--- src/rtl/lcd12864_pkg.sv ---
// Shared types and constants for the 12864 (ST7920-style) panel responder:
// FSM states, instruction opcode masks and decode, ASCII constants, capture RAM geometry.
package lcd12864_pkg;

    typedef enum logic [1:0] {
        IDLE,
        EXEC,
        CLEAR,
        BUSY
    } state_t;

    typedef enum logic [2:0] {
        CMD_NONE,
        CMD_SET_DDRAM,
        CMD_FUNC_SET,
        CMD_DISP_CTRL,
        CMD_ENTRY_MODE,
        CMD_HOME,
        CMD_CLEAR
    } cmd_t;

    localparam logic [7:0] OP_SET_DDRAM  = 8'h80;
    localparam logic [7:0] OP_SET_CGRAM  = 8'h40;
    localparam logic [7:0] OP_FUNC_SET   = 8'h20;
    localparam logic [7:0] OP_SHIFT      = 8'h10;
    localparam logic [7:0] OP_DISP_CTRL  = 8'h08;
    localparam logic [7:0] OP_ENTRY_MODE = 8'h04;
    localparam logic [7:0] OP_HOME       = 8'h02;
    localparam logic [7:0] OP_CLEAR      = 8'h01;

    localparam logic [7:0] ASCII_SPACE = 8'h20;
    localparam logic [7:0] ASCII_ZERO  = 8'h30;
    localparam logic [7:0] ASCII_DOT   = 8'h2E;

    localparam int unsigned RAM_DEPTH = 64;
    localparam int unsigned ADDR_W    = 6;
    localparam logic [ADDR_W-1:0] LAST_ADDR = ADDR_W'(RAM_DEPTH - 1);

    // Highest set bit selects the command; CGRAM and shift commands are not modelled.
    function automatic cmd_t decode_instr(input logic [7:0] d);
        cmd_t c;
        if      (|(d & OP_SET_DDRAM))  c = CMD_SET_DDRAM;
        else if (|(d & OP_SET_CGRAM))  c = CMD_NONE;
        else if (|(d & OP_FUNC_SET))   c = CMD_FUNC_SET;
        else if (|(d & OP_SHIFT))      c = CMD_NONE;
        else if (|(d & OP_DISP_CTRL))  c = CMD_DISP_CTRL;
        else if (|(d & OP_ENTRY_MODE)) c = CMD_ENTRY_MODE;
        else if (|(d & OP_HOME))       c = CMD_HOME;
        else if (|(d & OP_CLEAR))      c = CMD_CLEAR;
        else                           c = CMD_NONE;
        return c;
    endfunction

endpackage

--- src/rtl/lcd_bus_sync.sv ---
// Two-stage synchronizer for the asynchronous LCD bus, with en edge detection
// and capture of rs/rw/dat on the synchronized rising edge of en.
module lcd_bus_sync (
    input  logic       clk,
    input  logic       rst,
    input  logic       en,
    input  logic       rs,
    input  logic       rw,
    input  logic [7:0] dat_in,
    output logic       en_sync,
    output logic       rs_sync,
    output logic       rw_sync,
    output logic       en_rise,
    output logic       en_fall,
    output logic       rs_lat,
    output logic       rw_lat,
    output logic [7:0] dat_lat
);

    logic [2:0] en_s;
    logic [1:0] rs_s;
    logic [1:0] rw_s;
    logic [7:0] dat_s1;
    logic [7:0] dat_s2;

    always_ff @(posedge clk) begin
        if (rst) begin
            en_s    <= '0;
            rs_s    <= '0;
            rw_s    <= '0;
            dat_s1  <= '0;
            dat_s2  <= '0;
            rs_lat  <= 1'b0;
            rw_lat  <= 1'b0;
            dat_lat <= '0;
        end else begin
            en_s   <= {en_s[1:0], en};
            rs_s   <= {rs_s[0], rs};
            rw_s   <= {rw_s[0], rw};
            dat_s1 <= dat_in;
            dat_s2 <= dat_s1;
            if (en_rise) begin
                rs_lat  <= rs_s[1];
                rw_lat  <= rw_s[1];
                dat_lat <= dat_s2;
            end
        end
    end

    assign en_sync = en_s[1];
    assign rs_sync = rs_s[1];
    assign rw_sync = rw_s[1];
    assign en_rise = en_s[1] & ~en_s[2];
    assign en_fall = ~en_s[1] & en_s[2];

endmodule

--- src/rtl/lcd12864_responder.sv ---
// Panel-side responder for the 12864 parallel LCD bus: instruction decode, address counter,
// capture RAM writes and status reads. Busy emulation is enabled by LCD12864_BUSY_EMU_EN.
module lcd12864_responder
    import lcd12864_pkg::*;
#(
    parameter int unsigned BUSY_CYCLES = 2000,
    parameter logic [7:0]  CLEAR_FILL  = ASCII_SPACE
) (
    input  logic              clk,
    input  logic              rst,
    input  logic              rs,
    input  logic              rw,
    input  logic              en,
    input  logic [7:0]        dat_in,
    output logic [7:0]        dat_out,
    output logic              dat_oe,
    output logic              cap_we,
    output logic [ADDR_W-1:0] cap_addr,
    output logic [7:0]        cap_data,
    output logic              display_on,
    output logic              busy
);

    state_t            state, state_next;
    cmd_t              cmd;
    logic              en_sync, rs_sync, rw_sync, en_rise, en_fall;
    logic              rs_lat, rw_lat;
    logic [7:0]        dat_lat;
    logic [ADDR_W-1:0] ac;
    logic [ADDR_W-1:0] clr_cnt;
    logic              inc;
    logic              ext;
    logic              accept;

    lcd_bus_sync u_sync (
        .clk     (clk),
        .rst     (rst),
        .en      (en),
        .rs      (rs),
        .rw      (rw),
        .dat_in  (dat_in),
        .en_sync (en_sync),
        .rs_sync (rs_sync),
        .rw_sync (rw_sync),
        .en_rise (en_rise),
        .en_fall (en_fall),
        .rs_lat  (rs_lat),
        .rw_lat  (rw_lat),
        .dat_lat (dat_lat)
    );

    assign cmd = decode_instr(dat_lat);

    // Ignored instructions never reach EXEC, so they cannot raise busy.
    assign accept = en_fall && !rw_lat &&
                    (rs_lat || (cmd != CMD_NONE && (!ext || cmd == CMD_FUNC_SET)));

`ifdef LCD12864_BUSY_EMU_EN
    localparam state_t POST_STATE = BUSY;
    logic [31:0] busy_cnt;

    assign busy = (state != IDLE);

    always_ff @(posedge clk) begin
        if (rst) begin
            busy_cnt <= '0;
        end else if (state != BUSY && state_next == BUSY) begin
            busy_cnt <= BUSY_CYCLES - 1;
        end else if (state == BUSY && busy_cnt != '0) begin
            busy_cnt <= busy_cnt - 1;
        end
    end
`else
    localparam state_t POST_STATE = IDLE;

    assign busy = (state == CLEAR);
`endif

    always_ff @(posedge clk) begin
        if (rst) state <= IDLE;
        else     state <= state_next;
    end

    always_comb begin
        state_next = state;
        case (state)
            IDLE:  if (accept) state_next = EXEC;
            EXEC:  state_next = (!rs_lat && cmd == CMD_CLEAR) ? CLEAR : POST_STATE;
            CLEAR: if (clr_cnt == LAST_ADDR) state_next = POST_STATE;
`ifdef LCD12864_BUSY_EMU_EN
            BUSY:  if (busy_cnt == '0) state_next = IDLE;
`endif
            default: state_next = IDLE;
        endcase
    end

    always_ff @(posedge clk) begin
        if (rst) begin
            ac         <= '0;
            inc        <= 1'b1;
            ext        <= 1'b0;
            display_on <= 1'b0;
            clr_cnt    <= '0;
            cap_we     <= 1'b0;
            cap_addr   <= '0;
            cap_data   <= '0;
            dat_out    <= '0;
            dat_oe     <= 1'b0;
        end else begin
            cap_we <= 1'b0;
            case (state)
                EXEC: begin
                    if (rs_lat) begin
                        cap_we   <= 1'b1;
                        cap_addr <= ac;
                        cap_data <= dat_lat;
                        ac       <= inc ? ac + 6'd1 : ac - 6'd1;
                    end else begin
                        case (cmd)
                            CMD_SET_DDRAM:  ac         <= {dat_lat[4:0], 1'b0};
                            CMD_FUNC_SET:   ext        <= dat_lat[2];
                            CMD_DISP_CTRL:  display_on <= dat_lat[2];
                            CMD_ENTRY_MODE: inc        <= dat_lat[1];
                            CMD_HOME:       ac         <= '0;
                            CMD_CLEAR:      clr_cnt    <= '0;
                            default:        ;
                        endcase
                    end
                end
                CLEAR: begin
                    cap_we   <= 1'b1;
                    cap_addr <= clr_cnt;
                    cap_data <= CLEAR_FILL;
                    clr_cnt  <= clr_cnt + 6'd1;
                    if (clr_cnt == LAST_ADDR) begin
                        ac  <= '0;
                        inc <= 1'b1;
                    end
                end
                default: ;
            endcase

            dat_oe <= en_sync & rw_sync & ~rs_sync;
            if (en_sync && rw_sync && !rs_sync) dat_out <= {busy, 1'b0, ac};
            else                                dat_out <= 8'h00;
        end
    end

endmodule
--- config.mk ---
export PLATFORM = sky130hd
export DESIGN_NAME = lcd12864_responder
export DESIGN_NICKNAME = d
export VERILOG_FILES = /design/src/rtl/lcd12864_pkg.sv /design/src/rtl/lcd_bus_sync.sv /design/src/rtl/lcd12864_responder.sv
export SDC_FILE = /design/constraint.sdc
export NUM_CORES = 1
export LEC_CHECK = 0
export BUFFER_PORTS_ARGS = -buffer_cell sky130_fd_sc_hd__buf_2
export CAP_MARGIN = 0
export CORE_ASPECT_RATIO = 1.4
export CORE_MARGIN = 2
export CORE_UTILIZATION = 45
export CTS_CLUSTER_SIZE = 40
export DETAILED_ROUTE_END_ITERATION = 7
export MAX_ROUTING_LAYER = met4
export PLACE_DENSITY = 0.69
export SKIP_LAST_GASP = 1
export SLEW_MARGIN = 15
export SYNTH_ARGS = -nofsm -noshare
export SYNTH_HDL_FRONTEND = slang
export SYNTH_SLANG_ARGS = --single-unit
--- constraint.sdc ---
create_clock -name clk -period 2.7 [get_ports clk]
set_input_delay 0.27 -clock clk [delete_from_list [all_inputs] [get_ports clk]]
set_output_delay 0.27 -clock clk [all_outputs]
set_load 0.005 [all_outputs]
==> metrics <==
status=completed; CTS tree=yes; clk root buf=clkbuf_8; pwr dens=605 mW/mm^2; post-synthesis compound-gate area fraction=15.5%; Yosys reg bits=73; first-pass GRT wire length=10000 um; net count after synthesis=353; ys async rst share=0%; Register-to-Register Setup Slack=700 ps; die height=101 um; Synth cell types=53; Synthesis Warnings=0; Ports=39; fmax=501 MHz; part of the cycle the worst path needs=73.9%; Psw=0.449 mW; largest family of logic cells by synthesized area=simple AND/OR/NAND/NOR gates; fin util=53.3%; total track usage=18.1%; mapped cell area=0.00305 sq mm; setup TNS=0 ps; hpwl dp=4270 um; Worst Hold Launch=dat_in[5]; Critical Setup Path Class=flip-flop to flip-flop; routed vias=2381; post-layout min period=2000 ps; GRT overflow=0; # DRC=0; clk buf depth=2; reg-to-reg endpoint=ac[4]; Leak=1.44 nW; final setup fails=0; XOR/XNOR Fraction of Synth Area=0.574%; synth cell count leaders=73 x dfxtp_1, 32 x nor2b_1, 30 x nor2_1; CTS clk-pin slew, worst paths=80 ps; main flop type after synthesis=dfxtp_1; count of pins over their slew limit=0; worst-margin pin slew=636 ps; post-route ant nets=0; clock share of power=45.0%; Net Sw Frac=21.2%; area leader, netlist=dfxtp_1; Hold-fix buffers, CTS=0; relative slew slack=57.5%; vias in the first global route=2175; Worst setup EP type=flip-flop; CP Data Required Time=2940 ps; Area Growth Syn to Fin=14.8%; HP Class=input pin to flip-flop; final-stage net count=385; Setup Skew=8.97 ps; WHS Endpoint=u_sync.dat_s1[5]; Peak VDD IR=0.000414 V; R2R depth=6; Mapped Cells=331; Avg Cell Area, Syn=9.22 sq um; Worst setup SP type=flip-flop; die area=0.00746 sq mm; sequential fraction of design power=52.0%; most common cell in the netlist=dfxtp_1; core area=0.00657 sq mm; final wirelength=5980 um; RSZ-0062 raised after global routing=false; CTS Buf Count=9; Die W=73.6 um; worst reg2reg path startpoint=clr_cnt[0]; EDFF count, synth=0; Pre-antenna DRT Iters=4; Hold Path Stages=2; synth top area cells=dfxtp_1 48%, nor2b_1 6.6%, mux2i_1 4.3%; Crit path arrival time=2230 ps; post-CTS setup buffer count=0; count of final hold-check violations=0; Post-CTS Resized=0; depth of the CTS H-tree=3; maximum number of pins on one net before global-route repair=37; Synth Area in Adders=3.94%; layout cells sized above 1=16.6%; Placer Congestion=0.879; sequential fraction of the synthesis area=47.9%; initial antenna violation count=0; routed wire length per instance=13.5 um; worst-path fanout max=9; via/cell ratio=5.39; Num Clock Sinks=73; cell row count=35; I/O Buffers=37; post-synthesis mux area share=4.27%; initial core utilization=46.4%; Synth top area share=47.9%; First DRT Iteration DRCs=73; Post-Synth Simple-Gate Area=23.3%; Skew-Pair Late Insertion Delay=340 ps; internal power=1.67 mW; antenna diode count=0; proportion of power drawn by combinational gates=3.0%; Max-Cap Viols=0
==> worst max-delay path, cell delays in order (launching register included) <==
cell and delay, ps:
dfxtp_1 420, ha_1 220, nand3_1 130, o31ai_1 210, buf_4 170, nand3_1 310
o41ai_1 420
==> final cells by class <==
class | instances | area (sq um)
Clock buffer | 10 | 138
Clock inverter | 6 | 90.1
Fill cell | 620 | 3070
Inverter | 11 | 41.3
Multi-Input combinational cell | 226 | 1460
Sequential cell | 73 | 1460
Tap cell | 74 | 92.6
Timing Repair Buffer | 42 | 223
==> sequential cells by signal, summed over array words and instances (netlist names), 2 cells and up <==
signal,cells
ac,6
u_sync.dat_lat,8
u_sync.en_s,3
u_sync.rw_s,2
dat_out,7
u_sync.dat_s1,8
cap_addr,6
clr_cnt,6
u_sync.rs_s,2
state,2
u_sync.dat_s2,8
cap_data,8
==> metrics by stage <==
stage                     hold WS, ps  power [mW]  cells  area, sq um  setup WS (ps)
after floorplan                   398        1.17    331         3050            789
after CTS                         120        2.13    442         3500            700
final                             127        2.12    442         3500            704
after detailed placement          424        1.19    426         3270            725
after global routing              122        2.19    442         3500            467
after global placement            416        1.19    426         3270            756
==> power by group through the flow <==
stage	Sequential, mW	Clock, mW	Combinational (mW)
floorplan	1.12	0	0.0486
global placement	1.13	0	0.0624
finish	1.10	0.953	0.0629
global route	1.10	1.02	0.0708
detailed placement	1.13	0	0.0634
CTS	1.10	0.969	0.0637
==> routing by layer <==
layer / global-route usage, % / wire [um] / share of wire, % / vias to the layer above
li1: - / - / - / 1217
met1: 20.3 / 2540 / 42 / 1083
met2: 28.4 / 2980 / 50 / 63
met3: 4.68 / 242 / 4.0 / 18
met4: 11.0 / 218 / 3.6 / 0
met5: - / 0 / 0 / -
==> cells by family after synthesis <==
logic type                 count (synthesis)
other                                      1
buffers and inverters                     32
DFF                                       73
AOI/OAI and AO/OA                         67
adders and majority gates                  9
and+or+nand+nor                          134
muxes                                     13
xor gates and xnor gates                   2
==> worst max path at each step <==
stage	from	endpoint	slack [ps]
floorplan	u_sync.dat_lat[1]	state[1]	790
global route	clr_cnt[0]	ac[4]	470
detailed placement	clr_cnt[0]	ac[4]	730
global placement	clr_cnt[0]	ac[3]	760
CTS	clr_cnt[0]	ac[4]	700
finish	clr_cnt[0]	ac[4]	700
==> placed cells by master (no fill, tap or decap), types with 2 or more instances in the layout <==
cell type  Yosys  layout
buf_2          1      37
ha_1           8       8
o41ai_1        2       2
o311a_1        3       3
o31ai_1        2       2
a31oi_1        2       2
o21a_1         3       3
a21oi_1       18      18
buf_4          1       5
nor3_1         6       6
bufinv_16      0       2
mux2i_1       13      13
nor2_1        30      30
o21ai_1        2       2
and2_1         7       7
or3_1          6       6
inv_1         10      10
nand2_1       25      25
a22oi_1        7       7
nand3b_1       4       4
nor3b_1        4       4
o21ai_0        2       2
nor2b_1       32      32
o32ai_1        4       4
nand3_1        7       7
a21o_1         5       5
dfxtp_1       73      73
clkbuf_8       0      10
nand2b_1       4       4
nor4_1         3       3
a211oi_1       7       7
(Power assumes the default switching activity.)
